--- src/rtl/pll_reconfig_sequencer.sv ---
// PLL reconfiguration sequencer: filters the speed request, then writes mode, fractional-M and start
// to the reconfig management port with waitrequest handshaking, and waits for relock.
`timescale 1ns/1ps
module pll_reconfig_sequencer #(
  parameter logic [31:0] FRAC_NATIVE     = 32'd3639383488,
  parameter logic [31:0] FRAC_UNDERCLOCK = 32'd3262113561,
  parameter int unsigned FILTER_LEN      = 4,
  parameter int unsigned ACK_TIMEOUT     = 4096,
  parameter int unsigned SETTLE_CYCLES   = 64,
  parameter int unsigned LOCK_TIMEOUT    = 1000000
) (
  input  logic        clk_50m,
  input  logic        reset,
  input  logic        underclock_req,
  input  logic        pll_locked,
  input  logic        mgmt_waitrequest,
  output logic        mgmt_write,
  output logic [5:0]  mgmt_address,
  output logic [31:0] mgmt_writedata,
  output logic        busy,
  output logic        cfg_done,
  output logic        cfg_error,
  output logic        underclock_active
);

  localparam int FILT_W   = $clog2(FILTER_LEN) + 1;
  localparam int ACK_W    = $clog2(ACK_TIMEOUT) + 1;
  localparam int SETTLE_W = $clog2(SETTLE_CYCLES) + 1;
  localparam int LOCK_W   = $clog2(LOCK_TIMEOUT) + 1;

  localparam logic [FILT_W-1:0]   FILT_FULL   = FILT_W'(FILTER_LEN);
  localparam logic [ACK_W-1:0]    ACK_LAST    = ACK_W'(ACK_TIMEOUT - 1);
  localparam logic [SETTLE_W-1:0] SETTLE_LAST = SETTLE_W'(SETTLE_CYCLES - 1);
  localparam logic [LOCK_W-1:0]   LOCK_LAST   = LOCK_W'(LOCK_TIMEOUT - 1);

  typedef enum logic [3:0] {
    S_IDLE, S_MODE, S_GAP_MF, S_FRAC, S_GAP_FS, S_START, S_SETTLE, S_LOCK, S_DONE, S_ERROR
  } state_t;

  state_t state, state_n;

  logic                req_sync_p0, req_sync_p1, req_prev_p2;
  logic                lock_sync_p0, lock_sync_p1;
  logic [FILT_W-1:0]   filt_cnt;
  logic [ACK_W-1:0]    ack_cnt;
  logic [SETTLE_W-1:0] settle_cnt;
  logic [LOCK_W-1:0]   lock_cnt;
  logic                target, applied_valid, applied_val, err_block;
  logic                stable, stable_val, start_ok, in_write;

  function automatic logic [31:0] sat_inc(input logic [31:0] v, input logic [31:0] lim);
    return (v >= lim) ? lim : v + 32'd1;
  endfunction

  // Stage p0/p1: two-flop synchronisers; p2: previous synced request for change detection
  always_ff @(posedge clk_50m or negedge reset) begin
    if (!reset) begin
      req_sync_p0  <= 1'b0;
      req_sync_p1  <= 1'b0;
      req_prev_p2  <= 1'b0;
      lock_sync_p0 <= 1'b0;
      lock_sync_p1 <= 1'b0;
      filt_cnt     <= '0;
    end else begin
      req_sync_p0  <= underclock_req;
      req_sync_p1  <= req_sync_p0;
      req_prev_p2  <= req_sync_p1;
      lock_sync_p0 <= pll_locked;
      lock_sync_p1 <= lock_sync_p0;
      if (req_sync_p1 != req_prev_p2) filt_cnt <= FILT_W'(1);
      else filt_cnt <= FILT_W'(sat_inc(32'(filt_cnt), FILTER_LEN));
    end
  end

  assign stable     = (filt_cnt >= FILT_FULL);
  assign stable_val = req_prev_p2;
  // A failed target is not retried until the request moves away from it
  assign start_ok   = stable && (!applied_valid || (stable_val != applied_val))
                      && (!err_block || (stable_val != target));
  assign in_write   = (state == S_MODE) || (state == S_FRAC) || (state == S_START);

  always_ff @(posedge clk_50m or negedge reset) begin
    if (!reset) state <= S_IDLE;
    else        state <= state_n;
  end

  always_comb begin
    state_n        = state;
    mgmt_write     = 1'b0;
    mgmt_address   = 6'd0;
    mgmt_writedata = 32'd0;
    busy           = 1'b0;
    cfg_done       = 1'b0;
    case (state)
      S_IDLE: if (start_ok) state_n = S_MODE;
      S_MODE: begin
        busy       = 1'b1;
        mgmt_write = 1'b1;
        if (!mgmt_waitrequest)       state_n = S_GAP_MF;
        else if (ack_cnt == ACK_LAST) state_n = S_ERROR;
      end
      S_GAP_MF: begin
        busy    = 1'b1;
        state_n = S_FRAC;
      end
      S_FRAC: begin
        busy           = 1'b1;
        mgmt_write     = 1'b1;
        mgmt_address   = 6'd7;
        mgmt_writedata = target ? FRAC_UNDERCLOCK : FRAC_NATIVE;
        if (!mgmt_waitrequest)       state_n = S_GAP_FS;
        else if (ack_cnt == ACK_LAST) state_n = S_ERROR;
      end
      S_GAP_FS: begin
        busy    = 1'b1;
        state_n = S_START;
      end
      S_START: begin
        busy         = 1'b1;
        mgmt_write   = 1'b1;
        mgmt_address = 6'd2;
        if (!mgmt_waitrequest)       state_n = S_SETTLE;
        else if (ack_cnt == ACK_LAST) state_n = S_ERROR;
      end
      S_SETTLE: begin
        busy = 1'b1;
        if (settle_cnt == SETTLE_LAST) state_n = S_LOCK;
      end
      S_LOCK: begin
        busy = 1'b1;
        if (lock_sync_p1)                state_n = S_DONE;
        else if (lock_cnt == LOCK_LAST) state_n = S_ERROR;
      end
      S_DONE: begin
        cfg_done = 1'b1;
        state_n  = S_IDLE;
      end
      S_ERROR: state_n = S_IDLE;
      default: state_n = S_IDLE;
    endcase
  end

  // Per-phase timers restart from zero whenever their phase is not active
  always_ff @(posedge clk_50m or negedge reset) begin
    if (!reset) begin
      ack_cnt    <= '0;
      settle_cnt <= '0;
      lock_cnt   <= '0;
    end else begin
      if (in_write && mgmt_waitrequest) ack_cnt <= ACK_W'(sat_inc(32'(ack_cnt), ACK_TIMEOUT));
      else                              ack_cnt <= '0;
      if (state == S_SETTLE) settle_cnt <= SETTLE_W'(sat_inc(32'(settle_cnt), SETTLE_CYCLES));
      else                   settle_cnt <= '0;
      if (state == S_LOCK) lock_cnt <= LOCK_W'(sat_inc(32'(lock_cnt), LOCK_TIMEOUT));
      else                 lock_cnt <= '0;
    end
  end

  always_ff @(posedge clk_50m or negedge reset) begin
    if (!reset) begin
      target            <= 1'b0;
      applied_valid     <= 1'b0;
      applied_val       <= 1'b0;
      underclock_active <= 1'b0;
      cfg_error         <= 1'b0;
      err_block         <= 1'b0;
    end else begin
      if ((state == S_IDLE) && start_ok) target <= stable_val;
      if (err_block && stable && (stable_val != target)) err_block <= 1'b0;
      case (state)
        S_DONE: begin
          applied_valid     <= 1'b1;
          applied_val       <= target;
          underclock_active <= target;
          cfg_error         <= 1'b0;
        end
        S_ERROR: begin
          applied_valid <= 1'b0;
          cfg_error     <= 1'b1;
          err_block     <= 1'b1;
        end
        default: ;
      endcase
    end
  end

endmodule
--- config.mk ---
export PLATFORM = sky130hd
export DESIGN_NAME = pll_reconfig_sequencer
export DESIGN_NICKNAME = d
export VERILOG_FILES = /design/src/rtl/pll_reconfig_sequencer.sv
export SDC_FILE = /design/constraint.sdc
export NUM_CORES = 1
export LEC_CHECK = 0
export BUFFER_PORTS_ARGS = -buffer_cell sky130_fd_sc_hd__buf_2
export CORE_UTILIZATION = 57
export DETAILED_ROUTE_END_ITERATION = 6
export MAX_ROUTING_LAYER = met4
export PLACE_DENSITY = 0.8
export SYNTH_ARGS = -nofsm -noshare
export SYNTH_HDL_FRONTEND = slang
export SYNTH_SLANG_ARGS = --single-unit
--- constraint.sdc ---
create_clock -name clk_50m -period 2.85 [get_ports clk_50m]
set_clock_uncertainty 0.1 [all_clocks]
set_input_delay 0.4275 -clock clk_50m [delete_from_list [all_inputs] [get_ports clk_50m]]
set_output_delay 0.4275 -clock clk_50m [all_outputs]
set_load 0.02 [all_outputs]
==> metrics.txt, run 1 <==
fraction of post-synthesis cell area in the top cell type by area=45.7%; final routed DRC violation total=0; Cell variety after synth=between 40 and 50; dominant synthesized flop cell=sky130_fd_sc_hd__dfrtp_1; initial antenna violation count=0; die extent in y=76.6 um; cell at the root of the clock tree=sky130_fd_sc_hd__clkbuf_8; die outline width=76.6 um; area of the die=0.00587 sq mm; outcome=complete, no violations; post-cts resize count=0; first-pass GRT wire length=roughly 9200 um; Placement Rows=26; Hold Crit Class=input port to flop; CP Max Fanout=12; GRT overflow=0; buffer depth of the longest clock path=2; slew margin rel.=a little under three fifths; post-synthesis instance total=318; detail-routed net length per standard cell=13.0 um; met1 layer wirelength in the final routing=2410 um; power density over the cells=804 mW/mm^2; Max Used Layer=met4; count of vias placed by the detailed router=2205; gr usage total=about a fifth; number of global-route vias before repair=2102; Clk pin slew, worst setup/hold paths=0.08 ns; TritonCTS clock tree=built; Final HPWL DP=3650 um; number of buffers added by the clock tree synthesis step=9; total wire length=5350 um; post-synthesis cell area=0.00318 sq mm; number of maximum-capacitance violations=0; drt pass-1 iters=4; hold bufs inserted after CTS=1; Core Util, Final=66.3%; arrival time worst endpoint=1.96 ns; final worst path period share=87.2%; insertion delay of the later-clocked pin in the worst-skew pair=0.34 ns; IO Port Bufs=36; fraction of final layout cells with drive strength greater than 1=23.1%; 1st-iter DRT viols=between 100 and 150; Post-synth EDFFs=0; setup_tns=0 ns; count of state elements after synthesis=58; unrepaired setup endpoints after global routing=no; final-report setup violation count=0; Fin. Hold Viols=0; main area contributors after synthesis=sky130_fd_sc_hd__dfrtp_1 (46%), sky130_fd_sc_hd__buf_4 (8.0%), sky130_fd_sc_hd__xor2_1 (6.1%); antenna diode count=0; H-tree depth=3; number of top-level design ports=48; Critical Path Sink Type=output port; layout overhead on the synthesized area=9.34%; final weighted congestion in routability-driven placement=about 0.78; fraction of registers with async set/reset=100%; number of nets in the layout=350; post-CTS repair timing setup buffer count=0; effective utilization at floorplan=60.6%; largest area contributor in the netlist=sky130_fd_sc_hd__dfrtp_1; post-layout minimum cycle time=2.49 ns; share of synthesized area occupied by flip-flops and latches=45.7%; Max Freq=between 0.4 and 0.5 GHz; syn_area_per_cell=9.99 sq um; Worst VDD drop=479 uV; synth warn=0; met2 wire len=2580 um; transition time at the pin with the least slew margin=0.638 ns; core area=0.00524 sq mm; required time of the worst setup path=2.32 ns; most instantiated cells after synthesis=sky130_fd_sc_hd__dfrtp_1 (58), sky130_fd_sc_hd__nor2_1 (36), sky130_fd_sc_hd__buf_4 (34); wire length on met3=about 250 um; count of pins over their slew limit=0; vias per cell=5.35; kind of start point of the critical path=flop; most used standard cell by instance count after synthesis=sky130_fd_sc_hd__dfrtp_1; remaining antenna violation count after routing=0; leakage component of the power=1.60 nW; maximum number of pins on one net before global-route repair=59; kind of critical path=flop to output port; number of clock sinks=between 50 and 60
sequential cells by signal, summed over array words and instances (netlist names):
signal         cells
ack_cnt           13
lock_sync_p0       1
cfg_error          1
settle_cnt         7
state              4
req_sync_p1        1
req_prev_p2        1
lock_sync_p1       1
req_sync_p0        1
lock_cnt          21
filt_cnt           3
applied_valid      1
target             1
applied_val        1
err_block          1
routing by layer:
| layer | up-vias | track usage, % |
|---|---|---|
| li1 | 1053 | - |
| met1 | 1070 | 23.0 |
| met2 | 70 | 34.8 |
| met3 | 12 | 6.11 |
| met4 | 0 | 10.4 |
| met5 | - | - |
cells by family (layout without fill, tap and decap cells):
logic type      after synthesis  after routing  synth area share, %
buf+inv                      58             71                 11.5
other cells                   1             12                0.118
compound gates               28             28                 5.99
mux                           2              2                0.709
fa+ha+maj                     8              8                 3.15
simple gates                127            127                 22.9
flops                        58             58                 45.7
xor+xnor                     36             36                 9.93
worst max-delay path, stage by stage (launching register included):
cell	delay (ns)
sky130_fd_sc_hd__dfrtp_1	0.54
sky130_fd_sc_hd__nand2_1	0.17
sky130_fd_sc_hd__nor3_2	0.39
sky130_fd_sc_hd__and2_1	0.31
sky130_fd_sc_hd__buf_2	0.20
final cells by class:
type                            instances  area, sq um
Multi-Input combinational cell        213         1410
Fill cell                             408         1770
Clock inverter                          7          125
Timing Repair Buffer                   39          218
Tap cell                               70         87.6
Clock buffer                            9          124
Inverter                               16         60.1
Sequential cell                        58         1450
stage by stage:
| step | setup slack (ns) | power [mW] | hold slack, ns | instance area (sq um) | cells |
|---|---|---|---|---|---|
| 4_1_cts | 0.324 | 2.81 | 0.0738 | 3470 | 412 |
| 5_1_grt | 0.115 | 2.94 | 0.0691 | 3470 | 412 |
| 3_3_place_gp | 0.805 | 1.83 | 0.233 | 3210 | 395 |
| 2_1_floorplan | 0.383 | 1.76 | 0.0319 | 3220 | 329 |
| 6_report | 0.365 | 2.79 | 0.0828 | 3470 | 412 |
| 3_5_place_dp | 0.694 | 1.86 | 0.241 | 3210 | 395 |
cells in the final DEF (no fill, tap or decap), types with 3 or more instances in the layout:
cell type / netlist / routed
sky130_fd_sc_hd__clkinv_4: 0 / 3
sky130_fd_sc_hd__nand4_1: 7 / 7
sky130_fd_sc_hd__ha_1: 8 / 8
sky130_fd_sc_hd__nand2_1: 17 / 17
sky130_fd_sc_hd__bufinv_16: 0 / 3
sky130_fd_sc_hd__conb_1: 1 / 12
sky130_fd_sc_hd__nor3_1: 9 / 8
sky130_fd_sc_hd__and3_1: 6 / 6
sky130_fd_sc_hd__inv_1: 16 / 16
sky130_fd_sc_hd__a21oi_1: 10 / 10
sky130_fd_sc_hd__clkbuf_8: 0 / 9
sky130_fd_sc_hd__a21o_1: 5 / 5
sky130_fd_sc_hd__xnor2_1: 14 / 14
sky130_fd_sc_hd__buf_2: 3 / 36
sky130_fd_sc_hd__nor2_1: 36 / 36
sky130_fd_sc_hd__xor2_1: 22 / 22
sky130_fd_sc_hd__nand3_1: 21 / 21
sky130_fd_sc_hd__nor3_2: 12 / 13
sky130_fd_sc_hd__o21ai_0: 5 / 5
sky130_fd_sc_hd__dfrtp_1: 58 / 58
path summary, 6_finish.rpt:
path	slack, ns	cells past startpoint	end	start
max in group asynchronous	1.90	3	ack_cnt[12]	reset
worst max register to register	1.02	7	lock_cnt[4]	lock_cnt[0]
min in group asynchronous	0.51	3	lock_cnt[2]	reset
worst min-delay path	0.08	1	req_sync_p0	underclock_req
worst max-delay path	0.36	4	mgmt_writedata[4]	state[1]
worst min register to register	0.26	0	req_sync_p1	req_sync_p0
power breakdown:
group / internal (mW) / switching [mW]
Clock: 0.588 / 0.362
Combinational: 0.273 / 0.501
Sequential: 0.924 / 0.144
Power figures use the tool's default switching activity.
==> run 2, diff against run 1 <==
--- a/config.mk
+++ b/config.mk
@@ -7,9 +7,11 @@
 export LEC_CHECK = 0
 export BUFFER_PORTS_ARGS = -buffer_cell sky130_fd_sc_hd__buf_2
 export CORE_UTILIZATION = 57
+export CTS_CLUSTER_SIZE = 28
 export DETAILED_ROUTE_END_ITERATION = 6
 export MAX_ROUTING_LAYER = met4
 export PLACE_DENSITY = 0.8
+export RECOVER_POWER = 50
 export SYNTH_ARGS = -nofsm -noshare
 export SYNTH_HDL_FRONTEND = slang
 export SYNTH_SLANG_ARGS = --single-unit
==> run 2 against run 1 <==
  * Count of clock-buffer cells in the layout did not move
  * Critical endpoint unchanged
  * Largest power group unchanged
  * Largest cell class unchanged
  * Wire length barely moved
  * Sequential power about the same
  * Design area fell by 0.43%
  * Highest routed layer unchanged
  * Critical path depth is the same
  * Setup slack barely moved
  * Non-clock buffer count did not move
  * Register-to-register slack is essentially flat
==> metrics.txt, run 2 (same netlist as run 1, synthesis figures left out) <==
insertion delay of the later-clocked pin in the worst-skew pair=0.34 ns (about the same); fraction of final layout cells with drive strength greater than 1=23.1% (unchanged); Final HPWL DP=3650 um (unchanged); number of buffers added by the clock tree synthesis step=9 (unchanged); number of nets in the layout=350 (unchanged); Core Util, Final=66.0% (was 66.3%); post-cts resize count=0 (unchanged); maximum number of pins on one net before global-route repair=59 (unchanged); cell at the root of the clock tree=sky130_fd_sc_hd__clkbuf_8 (unchanged); Worst VDD drop=479 uV (about the same); IO Port Bufs=36 (unchanged); kind of start point of the critical path=flop (unchanged); sequential share of power=38.3% (about the same); Logic pwr share=27.6% (was 27.7%); kind of critical path=flop to output port (unchanged); final-report setup violation count=0 (unchanged); layout overhead on the synthesized area=8.87% (was 9.34%); Critical Path Sink Type=output port (unchanged); Largest register FFs=21 (unchanged); CP Max Fanout=12 (unchanged); die extent in y=76.6 um (unchanged); unrepaired setup endpoints after global routing=no (unchanged); outcome=complete, no violations (unchanged); antenna diode count=0 (unchanged); number of fill cells=409 (was 408); largest registers in the final layout=lock_cnt (21), ack_cnt (13), settle_cnt (7) (unchanged); gr usage total=20.9% (unchanged); final routed DRC violation total=0 (unchanged); Largest Register=lock_cnt (unchanged); vias per cell=5.32 (was 5.35); met1 layer wirelength in the final routing=2430 um (was 2410 um); area used by multi-input combinational logic=0.00141 sq mm (unchanged); most common cell after layout, fill and taps aside=sky130_fd_sc_hd__dfrtp_1 (unchanged); number of cells traversed by the worst hold path=1 (unchanged); final worst path period share=87.2% (about the same); number of maximum-capacitance violations=0 (unchanged); power density over the cells=807 mW/mm^2 (was 804 mW/mm^2); effective utilization at floorplan=60.6% (unchanged); number of clock sinks=58 (unchanged); post-layout minimum cycle time=2.49 ns (about the same); Fin. Hold Viols=0 (unchanged); number of global-route vias before repair=2102 (unchanged); count of vias placed by the detailed router=2190 (was 2205); die outline width=76.6 um (unchanged); transition time at the pin with the least slew margin=1.36 ns (was 0.638 ns); setup_tns=0 ns (unchanged); met2 wire len=2570 um (was 2580 um); internal power=1.78 mW (was 1.79 mW); 1st-iter DRT viols=101 (was 106); switch share=36.1% (was 36.0%); number of top-level design ports=48 (unchanged); Placement Rows=26 (unchanged); first-pass GRT wire length=9230 um (unchanged); H-tree depth=3 (unchanged); leakage component of the power=1.60 nW (about the same); footprint of the flip-flops and latches=0.00145 sq mm (unchanged); number of cells after detailed placement=395 (unchanged); total wire length=5350 um (about the same); final weighted congestion in routability-driven placement=0.784 (unchanged); GRT overflow=0 (unchanged); switching power summed over all nets=1.01 mW (about the same); Clk pin slew, worst setup/hold paths=0.08 ns (about the same); wire length on met3=237 um (was 248 um); Max Used Layer=met4 (unchanged); Max Freq=0.402 GHz (about the same); initial antenna violation count=0 (unchanged); cell count of the worst reg-to-reg path=7 (unchanged); detail-routed net length per standard cell=13.0 um (about the same); slew margin rel.=9.10% (was 57.1%); buffer depth of the longest clock path=2 (unchanged); TritonCTS clock tree=built (unchanged); required time of the worst setup path=2.32 ns (about the same); remaining antenna violation count after routing=0 (unchanged); count of placed standard cells in the final layout, fillers left out=412 (unchanged); arrival time worst endpoint=1.96 ns (about the same); leading cell types in the layout, fill and taps excluded=sky130_fd_sc_hd__dfrtp_1 (58), sky130_fd_sc_hd__nor2_1 (36), sky130_fd_sc_hd__buf_2 (36) (unchanged); area of the die=0.00587 sq mm (unchanged); Hold Crit Class=input port to flop (unchanged); count of pins over their slew limit=0 (unchanged); clock group share of total power=34.1% (was 34.0%); core area=0.00524 sq mm (unchanged); drt pass-1 iters=4 (unchanged)
==> run 2: cell count changes in the layout (fill, tap and decap cells not counted) <==
cell                       before  now
sky130_fd_sc_hd__buf_12         1    0
sky130_fd_sc_hd__clkbuf_2       0    1
==> run 2: through the flow <==
step	hold slack (ns)	power, mW	setup slack (ns)	cell area (sq um)
after floorplan	0.0319	1.76	0.383	3220
after global placement	0.233	1.83	0.805	3210
after detailed placement	0.241	1.86	0.694	3210
after CTS	0.0738	2.81	0.324	3470
after global routing	0.0691	2.94	0.115	3460
final	0.0822	2.79	0.365	3460
==> run 2: power by group through the flow <==
stage / Clock [mW] / Sequential [mW] / Combinational [mW]
finish: 0.950 / 1.07 / 0.771
global route: 1.00 / 1.09 / 0.845
CTS: 0.961 / 1.07 / 0.783
detailed placement: 0 / 1.08 / 0.775
global placement: 0 / 1.07 / 0.761
floorplan: 0 / 1.03 / 0.738
==> run 2: final cells by class <==
cell class                 instances  share of cell area [%]
sequential                        58                    42.0
clock inverter                     7                    3.62
inverter                          16                    1.74
timing repair buffer              39                    5.86
multi-input combinational        213                    40.7
clock buffer                       9                    3.58
tap                               70                    2.53
==> run 2: per-layer routing <==
metal	up-vias	track usage, %
met4	0	10.4
li1	1053	-
met1	1059	23.0
met2	65	34.8
met3	13	6.11
met5	-	-
==> run 2: final timing paths <==
check | slack (ns) | startpoint | end
min reg2reg | 0.26 | req_sync_p0 | req_sync_p1
max reg2reg | 1.02 | lock_cnt[0] | lock_cnt[4]
max | 0.36 | state[1] | mgmt_writedata[4]
min in group asynchronous | 0.91 | reset | lock_cnt[2]
max in group asynchronous | 0.93 | reset | ack_cnt[7]
min | 0.08 | underclock_req | req_sync_p0
==> run 2: worst max-delay path, stage by stage, from the launching register on <==
cell and delay, ns:
sky130_fd_sc_hd__dfrtp_1 0.54, sky130_fd_sc_hd__nand2_1 0.17, sky130_fd_sc_hd__nor3_2 0.39, sky130_fd_sc_hd__and2_1 0.31, sky130_fd_sc_hd__buf_2 0.20
==> run 2: repair_timing <==
action / 4_1_cts / 5_1_grt
hold buffers: 1 / 0
hold endpoints to repair: 58 / 0
buffers inserted: 0 / 0
==> run 3, diff against run 2 <==
--- a/config.mk
+++ b/config.mk
@@ -6,9 +6,11 @@
 export NUM_CORES = 1
 export LEC_CHECK = 0
 export BUFFER_PORTS_ARGS = -buffer_cell sky130_fd_sc_hd__buf_2
+export CORE_MARGIN = 1.5
 export CORE_UTILIZATION = 57
 export CTS_CLUSTER_SIZE = 28
 export DETAILED_ROUTE_END_ITERATION = 6
+export GPL_TIMING_DRIVEN = 0
 export MAX_ROUTING_LAYER = met4
 export PLACE_DENSITY = 0.8
 export RECOVER_POWER = 50
==> run 3 against run 2 <==
  * Critical path depth increased by 1
  * Global-route usage about the same
  * Maximum frequency decreased by 5.0%
  * Count of clock-buffer cells in the layout unchanged
  * Power increased by 1.4%
  * Combinational power increased by 28%
  * Largest power group unchanged
==> metrics.txt, run 3 (same netlist as run 1, synthesis figures left out) <==
number of fill cells=388 (was 409); standard cell area after detailed placement=0.00349 sq mm (was 0.00321 sq mm); switching power summed over all nets=1.01 mW (about the same); number of buffers added by the clock tree synthesis step=9 (unchanged); final routed DRC violation total=0 (unchanged); Logic pwr share=34.9% (was 27.6%); initial antenna violation count=0 (unchanged); setup_tns=0 ns (unchanged); TritonCTS clock tree=built (unchanged); slew margin rel.=6.51% (was 9.10%); Placement Rows=26 (unchanged); H-tree depth=3 (unchanged); Largest Register=lock_cnt (unchanged); slowest library cell on the worst path=sky130_fd_sc_hd__nor3_4 (was sky130_fd_sc_hd__dfrtp_1); outcome=complete, no violations (unchanged); fraction of final layout cells with drive strength greater than 1=29.9% (was 23.1%); total wire length=5550 um (was 5350 um); post-CTS repair timing setup buffer count=0 (unchanged); count of vias placed by the detailed router=2302 (was 2190); Critical Path Sink Type=output port (unchanged); largest registers in the final layout=lock_cnt (21), ack_cnt (13), settle_cnt (7) (unchanged); unrepaired setup endpoints after global routing=no (unchanged); flop2flop setup slack=0.94 ns (was 1.02 ns); Fin. Hold Viols=0 (unchanged); internal power=1.81 mW (was 1.78 mW); arrival time worst endpoint=2.09 ns (was 1.96 ns); area used by multi-input combinational logic=0.00142 sq mm (was 0.00141 sq mm); cell at the root of the clock tree=sky130_fd_sc_hd__clkbuf_8 (unchanged); final-report setup violation count=0 (unchanged); Hold Crit Class=input port to flop (unchanged); die outline width=77.6 um (was 76.6 um); GRT overflow=0 (unchanged); first-pass GRT wire length=9720 um (was 9230 um); maximum number of pins on one net before global-route repair=59 (unchanged); clock group share of total power=29.0% (was 34.1%); leakage component of the power=1.77 nW (was 1.60 nW); leading cell types in the layout, fill and taps excluded=sky130_fd_sc_hd__dfrtp_1 (58), sky130_fd_sc_hd__buf_2 (36), sky130_fd_sc_hd__nor2_1 (36) (was sky130_fd_sc_hd__dfrtp_1 (58), sky130_fd_sc_hd__nor2_1 (36), sky130_fd_sc_hd__buf_2 (36)); Largest register FFs=21 (unchanged); Final HPWL DP=3880 um (was 3650 um); number of nets in the layout=389 (was 350); insertion delay of the later-clocked pin in the worst-skew pair=0.34 ns (about the same); post-layout minimum cycle time=2.62 ns (was 2.49 ns); die extent in y=77.6 um (was 76.6 um); kind of critical path=flop to output port (unchanged); detail-routed net length per standard cell=12.3 um (was 13.0 um); number of top-level design ports=48 (unchanged); CP Max Fanout=12 (unchanged); count of pins over their slew limit=0 (unchanged); number of global-route vias before repair=2217 (was 2102); power density over the cells=761 mW/mm^2 (was 807 mW/mm^2); drt pass-1 iters=4 (unchanged); IO Port Bufs=36 (unchanged); Max Freq=0.382 GHz (was 0.402 GHz); vias per cell=5.10 (was 5.32); required time of the worst setup path=2.32 ns (about the same); final weighted congestion in routability-driven placement=0.801 (was 0.784); number of maximum-capacitance violations=0 (unchanged); 1st-iter DRT viols=118 (was 101); Clk pin slew, worst setup/hold paths=0.07 ns (was 0.08 ns); buffer depth of the longest clock path=2 (unchanged); sequential share of power=36.1% (was 38.3%); area of the die=0.00603 sq mm (was 0.00587 sq mm); footprint of the flip-flops and latches=0.00145 sq mm (unchanged); final worst path period share=91.8% (was 87.2%); cell chain of the critical path=clkbuf_1 > nor3_4 > and2_1 > buf_4 > buf_2 (was nand2_1 > nor3_2 > and2_1 > buf_2); longest individual stage delay on the worst path=0.44 ns (was 0.54 ns); gr usage total=20.9% (about the same); antenna diode count=0 (unchanged); transition time at the pin with the least slew margin=1.40 ns (was 1.36 ns); kind of start point of the critical path=flop (unchanged); layout overhead on the synthesized area=16.9% (was 8.87%); effective utilization at floorplan=60.6% (unchanged); switch share=35.8% (was 36.1%); most common cell after layout, fill and taps aside=sky130_fd_sc_hd__dfrtp_1 (unchanged); final instance area=0.00371 sq mm (was 0.00346 sq mm); remaining antenna violation count after routing=0 (unchanged); number of clock sinks=58 (unchanged); core area=0.00524 sq mm (unchanged); Worst VDD drop=479 uV (about the same)
## run 3: cell count changes in the layout (fill, tap and decap cells not counted), moves of 2 or more
cell                         before  now
sky130_fd_sc_hd__buf_4            1   34
sky130_fd_sc_hd__buf_6            0    2
sky130_fd_sc_hd__clkinv_4         3    1
sky130_fd_sc_hd__clkbuf_1         0    5
sky130_fd_sc_hd__clkinvlp_4       0    2
sky130_fd_sc_hd__clkinv_2         0    2
## run 3: final cells by class
class	instances	share of cell area [%]
flip-flops and latches	58	39.1
multi-input cells	213	38.1
plain buffers	42	8.19
repair buffers	36	4.78
clock buffers	9	3.34
clock inverters	7	2.53
well taps	70	2.36
inverters	16	1.62
## run 3: per-stage QoR
step	hold WS (ns)	utilization, %	power (mW)	setup WS, ns	cells
after floorplan	0.0319	-	1.76	0.383	329
after global placement	0.232	66.6	2.00	0.542	435
after detailed placement	0.237	66.6	2.02	0.433	435
after CTS	0.0841	70.8	2.85	0.0611	451
after global routing	0.0816	70.9	3.00	0.0409	451
final	0.0935	70.9	2.83	0.233	451
## run 3: power groups by stage
stage                     logic (mW)  registers (mW)  clock network, mW
after floorplan                0.738            1.03                  0
after global placement         0.967            1.03                  0
after detailed placement       0.987            1.04                  0
after CTS                      0.989            1.02              0.837
after global routing            1.09            1.04              0.874
final                          0.986            1.02              0.821
## run 3: worst paths after layout
kind / cells after the start / start / end
min: 1 / underclock_req / req_sync_p0
max reg2reg: 8 / lock_cnt[0] / lock_cnt[7]
min reg2reg: 0 / lock_sync_p0 / lock_sync_p1
max in group asynchronous: 1 / reset / lock_cnt[2]
max: 5 / state[3] / mgmt_writedata[3]
min in group asynchronous: 1 / reset / lock_cnt[4]
## run 3: worst max-delay path, delay by kind of cell, from the launching register on
family,cells,cell delay [ns]
simple gates,2,0.79
buf+inv,3,0.57
flops,1,0.39
## run 3: layer usage
layer | GRT usage (%) | wire (um) | part of all wire [%] | up-vias
met5 | - | 0 | 0 | -
met1 | 26.1 | 2530 | 46 | 1078
li1 | - | - | - | 1137
met2 | 32.4 | 2610 | 47 | 77
met4 | 9.45 | 80 | 1.4 | 0
met3 | 4.94 | 332 | 6.0 | 10
## run 3: timing repair
| action | CTS | global route |
|---|---|---|
| endpoints found under the setup margin | 0 | 14 |
| hold buffers | 0 | 0 |
| gates resized for setup | 0 | 2 |
